==> src/rtl/led_pkg.sv <==
// Shared constants for the single-wire LED stream receiver: FSM encoding,
// pixel format codes, reset-code scaling and bits-per-pixel helpers.
package led_pkg;

  // Receiver FSM encoding
  localparam logic [1:0] StWaitRst = 2'd0;
  localparam logic [1:0] StLow     = 2'd1;
  localparam logic [1:0] StHigh    = 2'd2;

  // FORMAT input encodings
  localparam logic FMT_24 = 1'b0;
  localparam logic FMT_32 = 1'b1;

  // Reset code length = max(RESET_CODE_TIMING,1) << RST_SCALE_SHIFT clocks
  localparam int unsigned RST_SCALE_SHIFT = 6;

  localparam logic [5:0] BITS_24 = 6'd24;
  localparam logic [5:0] BITS_32 = 6'd32;

  function automatic logic [5:0] pixel_bits(input logic fmt);
    return (fmt == FMT_24) ? BITS_24 : BITS_32;
  endfunction

endpackage

==> src/rtl/led_rx_sync.sv <==
// Input conditioning for the LED receiver: 2-FF synchronizer, optional
// 3-sample majority filter (LED_RX_GLITCH_FILTER_EN), and edge strobes.
module led_rx_sync (
  input  logic clk_i,
  input  logic rst_ni,
  input  logic d_i,
  output logic level_o,
  output logic rise_o,
  output logic fall_o
);

  logic s1_q, s2_q, prev_q, level;

  // Two-stage synchronizer for the asynchronous input
  always_ff @(posedge clk_i or negedge rst_ni) begin
    if (!rst_ni) begin
      s1_q <= 1'b0;
      s2_q <= 1'b0;
    end else begin
      s1_q <= d_i;
      s2_q <= s1_q;
    end
  end

`ifdef LED_RX_GLITCH_FILTER_EN
  logic s3_q, s4_q;

  // Sample history for the majority vote; a level needs two agreeing samples
  always_ff @(posedge clk_i or negedge rst_ni) begin
    if (!rst_ni) begin
      s3_q <= 1'b0;
      s4_q <= 1'b0;
    end else begin
      s3_q <= s2_q;
      s4_q <= s3_q;
    end
  end

  assign level = (s2_q & s3_q) | (s2_q & s4_q) | (s3_q & s4_q);
`else
  assign level = s2_q;
`endif

  // Previous conditioned level, for edge detection
  always_ff @(posedge clk_i or negedge rst_ni) begin
    if (!rst_ni) begin
      prev_q <= 1'b0;
    end else begin
      prev_q <= level;
    end
  end

  assign level_o = level;
  assign rise_o  = level & ~prev_q;
  assign fall_o  = ~level & prev_q;

endmodule

==> src/rtl/led_rx.sv <==
// Single-wire NRZ LED stream receiver. Measures synchronized high/low widths,
// decodes MSB-first 24/32-bit pixels onto a valid/ready port and flags EOF on
// a reset code. Optional input majority filter: LED_RX_GLITCH_FILTER_EN.
module led_rx
  import led_pkg::*;
#(
  parameter int unsigned CntW = 16
) (
  input  logic        clk_i,
  input  logic        rst_ni,
  input  logic        enable_i,
  input  logic        format_i,
  input  logic [7:0]  bit_thresh_i,
  input  logic [7:0]  min_high_i,
  input  logic [7:0]  reset_code_timing_i,
  input  logic        led_in_i,
  output logic [31:0] pixel_data_o,
  output logic        pixel_valid_o,
  input  logic        pixel_ready_i,
  output logic        eof_o,
  output logic        overflow_o,
  output logic        error_o,
  input  logic        error_clr_i,
  output logic [15:0] pixel_count_o
);

  logic lvl, rise, fall;

  led_rx_sync u_sync (
    .clk_i   (clk_i),
    .rst_ni  (rst_ni),
    .d_i     (led_in_i),
    .level_o (lvl),
    .rise_o  (rise),
    .fall_o  (fall)
  );

  logic [1:0]      state_q, state_d;
  logic [CntW-1:0] hcnt_q, hcnt_d, lcnt_q, lcnt_d;
  logic [30:0]     shreg_q, shreg_d;
  logic [5:0]      bitcnt_q, bitcnt_d;
  logic            fmt_q, fmt_d;
  logic [31:0]     data_q, data_d;
  logic            valid_q, valid_d, eof_q, eof_d, ovf_q, ovf_d, err_q, err_d;
  logic [15:0]     count_q, count_d;
  // seen: a bit arrived since the last frame end; pend: clear count on next rise
  logic            seen_q, seen_d, pend_q, pend_d;

  logic [7:0]      rct_eff;
  logic [CntW-1:0] thr_m1;
  logic            bit_in, cur_fmt, complete, err_set;
  logic [31:0]     shifted, pix;

  function automatic logic [CntW-1:0] sat_inc(input logic [CntW-1:0] v);
    return (&v) ? v : v + CntW'(1);
  endfunction

  assign rct_eff = (reset_code_timing_i == 8'd0) ? 8'd1 : reset_code_timing_i;
  // Compare against threshold-1 so the count hits it on the threshold-th cycle
  assign thr_m1  = CntW'(32'(rct_eff) << RST_SCALE_SHIFT) - CntW'(1);
  assign bit_in  = (hcnt_q >= CntW'(bit_thresh_i));
  assign cur_fmt = (bitcnt_q == 6'd0) ? format_i : fmt_q;
  assign shifted = {shreg_q, bit_in};
  assign pix     = (cur_fmt == FMT_32) ? shifted : {8'h00, shifted[23:0]};

  // Width measurement, bit decode, pixel hand-off and status flags
  always_comb begin
    state_d  = state_q;
    hcnt_d   = hcnt_q;
    lcnt_d   = lcnt_q;
    shreg_d  = shreg_q;
    bitcnt_d = bitcnt_q;
    fmt_d    = fmt_q;
    data_d   = data_q;
    valid_d  = valid_q;
    count_d  = count_q;
    seen_d   = seen_q;
    pend_d   = pend_q;
    eof_d    = 1'b0;
    ovf_d    = 1'b0;
    complete = 1'b0;
    err_set  = 1'b0;

    if (valid_q && pixel_ready_i) valid_d = 1'b0;

    unique case (state_q)
      StWaitRst: begin
        if (lvl) begin
          lcnt_d = '0;
        end else begin
          lcnt_d = sat_inc(lcnt_q);
          if (lcnt_q == thr_m1) begin
            state_d = StLow;
            seen_d  = 1'b0;
            pend_d  = 1'b1;
          end
        end
      end
      StLow: begin
        if (rise) begin
          state_d = StHigh;
          hcnt_d  = CntW'(1);
          if (pend_q) begin
            count_d = '0;
            pend_d  = 1'b0;
          end
        end else if (!lvl) begin
          lcnt_d = sat_inc(lcnt_q);
          if (lcnt_q == thr_m1) begin
            eof_d    = seen_q;
            err_set  = (bitcnt_q != 6'd0);
            bitcnt_d = '0;
            shreg_d  = '0;
            seen_d   = 1'b0;
            pend_d   = 1'b1;
          end
        end
      end
      StHigh: begin
        if (fall) begin
          lcnt_d = CntW'(1);
          if (hcnt_q < CntW'(min_high_i)) begin
            err_set  = 1'b1;
            bitcnt_d = '0;
            shreg_d  = '0;
            state_d  = StWaitRst;
          end else begin
            state_d = StLow;
            seen_d  = 1'b1;
            if (bitcnt_q == 6'd0) fmt_d = format_i;
            if (bitcnt_q + 6'd1 == pixel_bits(cur_fmt)) begin
              complete = 1'b1;
              bitcnt_d = '0;
              shreg_d  = '0;
            end else begin
              bitcnt_d = bitcnt_q + 6'd1;
              shreg_d  = shifted[30:0];
            end
          end
        end else if (lvl) begin
          if (hcnt_q == thr_m1) begin
            // Line stuck high
            err_set  = 1'b1;
            bitcnt_d = '0;
            shreg_d  = '0;
            lcnt_d   = '0;
            state_d  = StWaitRst;
          end else begin
            hcnt_d = sat_inc(hcnt_q);
          end
        end
      end
      default: state_d = StWaitRst;
    endcase

    if (complete) begin
      if (!valid_q || pixel_ready_i) begin
        data_d  = pix;
        valid_d = 1'b1;
        count_d = (&count_q) ? count_q : count_q + 16'd1;
      end else begin
        ovf_d   = 1'b1;
        err_set = 1'b1;
      end
    end

    // Set wins over clear
    err_d = err_set | (err_q & ~error_clr_i);

    if (!enable_i) begin
      state_d  = StWaitRst;
      hcnt_d   = '0;
      lcnt_d   = '0;
      shreg_d  = '0;
      bitcnt_d = '0;
      count_d  = '0;
      valid_d  = 1'b0;
      seen_d   = 1'b0;
      pend_d   = 1'b0;
      eof_d    = 1'b0;
      ovf_d    = 1'b0;
      err_d    = err_q & ~error_clr_i;
    end
  end

  // State registers
  always_ff @(posedge clk_i or negedge rst_ni) begin
    if (!rst_ni) begin
      state_q  <= StWaitRst;
      hcnt_q   <= '0;
      lcnt_q   <= '0;
      shreg_q  <= '0;
      bitcnt_q <= '0;
      fmt_q    <= FMT_24;
      data_q   <= '0;
      valid_q  <= 1'b0;
      eof_q    <= 1'b0;
      ovf_q    <= 1'b0;
      err_q    <= 1'b0;
      count_q  <= '0;
      seen_q   <= 1'b0;
      pend_q   <= 1'b0;
    end else begin
      state_q  <= state_d;
      hcnt_q   <= hcnt_d;
      lcnt_q   <= lcnt_d;
      shreg_q  <= shreg_d;
      bitcnt_q <= bitcnt_d;
      fmt_q    <= fmt_d;
      data_q   <= data_d;
      valid_q  <= valid_d;
      eof_q    <= eof_d;
      ovf_q    <= ovf_d;
      err_q    <= err_d;
      count_q  <= count_d;
      seen_q   <= seen_d;
      pend_q   <= pend_d;
    end
  end

  assign pixel_data_o  = data_q;
  assign pixel_valid_o = valid_q;
  assign eof_o         = eof_q;
  assign overflow_o    = ovf_q;
  assign error_o       = err_q;
  assign pixel_count_o = count_q;

endmodule

==> config.mk <==
export PLATFORM = sky130hd
export DESIGN_NAME = led_rx
export DESIGN_NICKNAME = d
export VERILOG_FILES = /design/src/rtl/led_pkg.sv /design/src/rtl/led_rx_sync.sv /design/src/rtl/led_rx.sv
export SDC_FILE = /design/constraint.sdc
export NUM_CORES = 1
export LEC_CHECK = 0
export ABC_AREA = 1
export CAP_MARGIN = 30
export CORE_MARGIN = 4
export CORE_UTILIZATION = 40
export CTS_CLUSTER_DIAMETER = 200
export DETAILED_ROUTE_END_ITERATION = 8
export PLACE_DENSITY = 0.64
export SLEW_MARGIN = 20
export SYNTH_ARGS = -nofsm -noshare
export SYNTH_HDL_FRONTEND = slang
export SYNTH_SLANG_ARGS = --single-unit
==> constraint.sdc <==
create_clock -name clk_i -period 6.1 [get_ports clk_i]
set_clock_uncertainty 0.05 [all_clocks]
set_input_delay 1.83 -clock clk_i [delete_from_list [all_inputs] [get_ports clk_i]]
set_output_delay 1.83 -clock clk_i [all_outputs]
set_load 0.02 [all_outputs]
**After elaboration in Yosys (flattened, before gate mapping)**

Cells that the tools add are included.

- Output and inout bits: 52
- Bits in registers: 129
- Input port bits: 31

- Eq/ne operators: 23
- Bitwise gates (word level): 8
- Order comparisons: 2
- Muxes and demuxes: 95
- Add/sub/neg operators: 5
- Reductions and logical operators: 17

Operator list:

| operator | number |
|---|---|
| 16-bit 2-to-1 mux | 21 |
| 31-bit 2-to-1 mux | 9 |
| 31-bit one-hot mux with 2 select lines | 1 |
| 6-bit 2-to-1 mux | 10 |
| 16-bit by 1-bit adder with 16-bit output (second input constant) | 3 |
| 16-bit one-hot mux with 3 select lines | 1 |
| 16-bit AND reduction | 3 |
| 1-bit 2-to-1 mux | 38 |
| 3-bit != test (second input constant) | 11 |
| 16-bit equality test | 2 |
| 32-bit 2-to-1 mux | 1 |
| 16-bit one-hot mux with 2 select lines | 1 |
| 16-bit by 8-bit greater-or-equal comparator with 1-bit output | 1 |
| 16-bit by 8-bit less-than comparator with 1-bit output | 1 |
| 14-bit by 1-bit subtractor with 15-bit output (second input constant) | 1 |
| 2-bit 2-to-1 mux | 7 |
| 6-bit one-hot mux with 2 select lines | 1 |
| 6-bit AND reduction | 2 |
| 5-bit AND reduction | 2 |
| 8-bit logical NOT | 1 |
| 8-bit 2-to-1 mux | 1 |
| 4-bit != test (second input constant) | 2 |
| 6-bit by 1-bit adder with 6-bit output (second input constant) | 1 |
| 6-bit equality test | 1 |
| 21 further kinds | 28 |

**Longest topological paths before layout**

- Depth after elaboration: 12
- Mapped depth: 24

**By module**

From an unflattened synthesis, not the netlist that was laid out.

- Cell total of the unflattened synthesis: 1152
- Area total of the unflattened synthesis: 8361.8 µm²

Modules (own cells, without submodules):

| module | cells an instance | area an instance (µm²) | times used |
|---|---|---|---|
| led_rx | 1145 | 8271.7 | 1 |
| led_rx_sync | 7 | 90.1 | 1 |

**Worst setup path before layout**

OpenSTA, ideal clock, no wires.

- Kind: input port to flip-flop
- From: input reset_code_timing_i[7]
- To: register lcnt_q[13]
- Path buffers: 2
- Cell stages on the path: 23
- Setup time: 123 ps
- Data required time: 5927 ps
- Arrival: 3847 ps
- Setup slack: 2080 ps
- Cells stage by stage: nor2_1 nand2_4 inv_2 nand2_4 nand2_2 inv_1 ha_1 buf_2 nand2_1 nand2_1 nand2_1 nand2_1 nor2_1 nand2_1 nor2_1 nand2_1 nor2_4 nand3_2 nand2_4 nand2_4 buf_6 nand2_1 o21ai_2

- Cells in the longest elaborated chain, start to end: 6

RTL lines:

| what | line | text |
|---|---|---|
| from (decl) | led_rx.sv:15 | `input logic [7:0] reset_code_timing_i,` |
| 8-bit logical NOT | led_rx.sv:58 | `assign rct_eff = (reset_code_timing_i == 8'd0) ? 8'd1 : reset_code_timing_i;` |
| 8-bit 2-to-1 mux (*) | led_rx.sv:58 |  |
| 14-bit by 1-bit subtractor with 15-bit output (*) | led_rx.sv:60 | `assign thr_m1 = CntW'(32'(rct_eff) << RST_SCALE_SHIFT) - CntW'(1);` |
| 16-bit equality test (*) | led_rx.sv:141 | `if (hcnt_q == thr_m1) begin` |
| 4-bit != test (no line) (*) | -- |  |
| 5-bit AND reduction (no line) (*) | -- |  |
| to (signal assigned) | led_rx.sv:206 | `lcnt_q <= lcnt_d;` |
| to (decl) | led_rx.sv:39 | `logic [CntW-1:0] hcnt_q, hcnt_d, lcnt_q, lcnt_d;` |

Mark *: on every way between the ends. The rest lies on a longest branch, timed or not.
A chain may end at the register's enable or synchronous reset.

**Final worst setup path**

- From: input reset_code_timing_i[4]
- To: register shreg_q[19]

- Cells in the longest elaborated chain, start to end: 6
- Elaborated cells on any way between the ends: 8
- Those cells by class: 1 x add/sub; 4 x eq/ne; 1 x mux; 2 x reduce/logical

RTL lines:

| what | line | text |
|---|---|---|
| 8-bit logical NOT | led_rx.sv:58 |  |
| 8-bit 2-to-1 mux (*) | led_rx.sv:58 |  |
| 14-bit by 1-bit subtractor with 15-bit output (*) | led_rx.sv:60 |  |
| 16-bit equality test (on tied branches) | led_rx.sv:141, led_rx.sv:109 |  |
| 4-bit != test (no line) / 3-bit != test (equally long branches) | -- |  |
| 6-bit AND reduction (no line) (*) | -- |  |
| to (signal assigned) | led_rx.sv:207 | `shreg_q <= shreg_d;` |
| to (decl) | led_rx.sv:40 | `logic [30:0] shreg_q, shreg_d;` |

Marked as above.

==> impl_metrics.csv <==
group,metric,value,unit
worst_setup_path,cp_max_fo,37,
final_layout,antennaDiodeCount,0,
timing,setup_viol,0,
logic_synthesis,ys_ff_latch,129,
logic_synthesis,synth_area_leaders,"dfrtp_1, nand2_1, nand3_1",
timing,fin_setup_tns,0,ps
route,remaining_drc_errors,0,
die,fp.coreArea,21200,um^2
die,row_count,53,
pwr,cellLeakagePower,4.99,nW
timing,slew-limit-headroom,36.1,%
final_layout,drive_above_1_share,7.70,%
timing,drv_slew,0,
worst_setup_path,cp_top_family,"simple AND/OR/NAND/NOR gates",
final_layout,stdcell_area,10300,um^2
grt,grt_pass1_wl,37700,um
die,die_area,24100,um^2
route,drt-pass1-iter-count,7,
grt,antenna_found_initial,0,
final_layout,fin_nets,1355,
worst_setup_path,required,6360,ps
logic_synthesis,netlist_area,8690,um^2
cts,htreeDepth,4,
worst_setup_path,critPathCaptureType,"register",
final_layout,syn_to_final_growth,18.8,%
cts,clock-root-buffer,"clkbuf_16",
timing,finalCritPeriodShare,78.7,%
logic_synthesis,synthFlopType,"dfrtp_1",
cts,holdBufCountCts,0,
route,first_iter_violations,681,
logic_synthesis,synth-edff-count,0,
worst_setup_path,start_kind,"input port",
placed_design,post_dp_cell_area,9600,um^2
die,die_width,155,um
logic_synthesis,synth_nets,1298,
route,wirelength,22600,um
grt,grt_pass1_vias,7496,
logic_synthesis,synth_cell_type_count,39,
grt,grt_max_degree,96,
cts,cts_max_path_buffers,2,
worst_setup_path,slowest_stage,"clkdlybuf4s50_1",
logic_synthesis,ys.warnings.count,0,
route,ant_nets,0,
worst_setup_path,path_cells,"clkdlybuf4s50_1, nor2_4, nand2_4, inv_2, nand2_4, nand2_2, inv_1, ha_1, inv_1, nand2_1, nand2_1, nand2_1, nand2_1, nor2_1, nand2_1, nor2_1, nand2_1, nor2_4, nand3_2, nand2_4, nand3_4, nand2_1, nand2_1",
timing,fin_crit,4800,ps
grt,grt.overflow.total,0,
logic_synthesis,synth_seq_area_share,37.1,%
final_layout,n_fill_cell,2103,
grt,grt_use_total,18.8,%
cts,cts_buffers,17,
timing,fin_ws,1300,ps
timing,hold_viol,0,
worst_setup_path,cpMostUsedCell,"nand2_1",
logic_synthesis,synth_top_area_share,37.1,%
run_status,status,"complete, no violations",
cts,cts_tree,"done",
placed_design,place_inst,1552,
timing,fmax,0.208,GHz
cts,cts_sinks,129,
die,initial_core_util,41.0,%
cts,insertion_delay,420,ps
logic_synthesis,synth_cells,1241,
placed_design,dp_slack,827,ps
pwr,ir_worst_vdd,0.216,mV
cts,postCtsSetupRepairBufs,0,
final_layout,finalNonFillerCells,1586,
die,ios,83,
placed_design,place_hpwl,15100,um
logic_synthesis,synth_commonest_cells,"nand2_1, dfrtp_1, inv_1",
logic_synthesis,yosys.area.top_type,"dfrtp_1",
min_path,hp-class,"reg -> reg",
pwr,p_total,2.78,mW
timing,rsz0062_at_grt,"false",
route,vias,8181,
timing,tightest_slew,957,ps
logic_synthesis,synthArstFlopShare,100,%
die,fp.dieH,155,um
worst_setup_path,cpPeakStageDelay,600,ps
cts,clk_pin_slew,60,ps
route,viasPerCell,5.16,
worst_setup_path,arrival,5060,ps
placed_design,io_buffers,82,
worst_setup_path,worst-setup-path-type,"in -> reg",
logic_synthesis,yosysMostFrequentCell,"nand2_1",
placed_design,gp_congestion,0.912,
logic_synthesis,syn_area_per_cell,7.00,um^2
pwr,power.density,270,nW/um^2
route,routedWlPerCell,14.3,um
flow_run,maxCapViolCount,0,
cts,cts_resized,0,
worst_setup_path,crit_buf_inv,4,
path summary, 6_finish.rpt:
check,from,slack (ps),endpoint,depth (start not counted)
min reg2reg,u_sync.s1_q,300,u_sync.level_o,0
max in group asynchronous,rst_ni,3670,pixel_data_o[16],3
min in group asynchronous,rst_ni,1200,pixel_count_o[5],1
max reg2reg,state_q[0],3140,pixel_count_o[8],11
min,u_sync.s1_q,300,u_sync.level_o,0
max,reset_code_timing_i[4],1300,shreg_q[19],23
per-stage QoR:
step / utilization, % / hold WS [ps]
after CTS: 48.5 / 299
after detailed placement: 45.2 / 285
final: 48.6 / 297
after floorplan: - / 281
after global routing: 48.6 / 323
after global placement: 45.2 / 285
layer usage:
metal | track usage (%) | up-vias | share of wire (%)
met5 | 0 | - | 0
met4 | 4.96 | 0 | 1.7
met3 | 3.70 | 26 | 4.6
met2 | 28.2 | 193 | 44
met1 | 27.7 | 3804 | 50
li1 | - | 4158 | -
flip-flops by register name (all words and copies together), names as in the netlist:
signal and count:
fmt_q 1, pixel_data_o 32, shreg_q 31, bitcnt_q 6, pixel_count_o 16, u_sync.level_o 1, eof_o 1, lcnt_q 16
seen_q 1, u_sync.s1_q 1, hcnt_q 16, pixel_valid_o 1, pend_q 1, error_o 1, overflow_o 1, u_sync.prev_q 1
state_q 2
cell families (layout without fill, tap and decap cells):
family / after synthesis / in the layout / synth area share (%)
AOI/OAI and AO/OA: 119 / 119 / 8.00
DFF: 129 / 129 / 37.1
xor gates and xnor gates: 33 / 33 / 3.33
buffers and inverters: 173 / 243 / 8.95
adders and majority gates: 26 / 26 / 3.74
and+or+nand+nor: 761 / 761 / 38.8
cell type report:
class	instances	area (um^2)	area share, %
multi-input combinational	939	4680	45.4
sequential	129	3230	31.3
timing repair buffer	96	946	9.16
clock buffer	18	439	4.25
inverter	115	432	4.18
tap	275	344	3.33
clock inverter	14	249	2.41
power breakdown:
part	total [mW]	internal (mW)	switching [mW]
clock network	1.21	0.786	0.422
logic	0.637	0.183	0.454
registers	0.939	0.890	0.0485
total	2.78	1.86	0.924
layout by cell type, fill, tap and decap left out, types with 7 or more instances in the layout:
cell             synthesis  routed
a21oi_1                 16      16
buf_4                    6      12
clkbuf_16                0      17
clkdlybuf4s50_1          0      80
dfrtp_1                129     129
ha_1                    26      26
inv_1                  108     108
inv_2                    7       7
nand2_1                419     419
nand3_1                107     107
nand4_1                 62      62
nor2_1                 103     103
nor3_1                  31      31
o21ai_0                 45      45
o21ai_1                 25      25
o21ai_2                 17      17
xor2_1                  32      32
(Power assumes the default switching activity.)
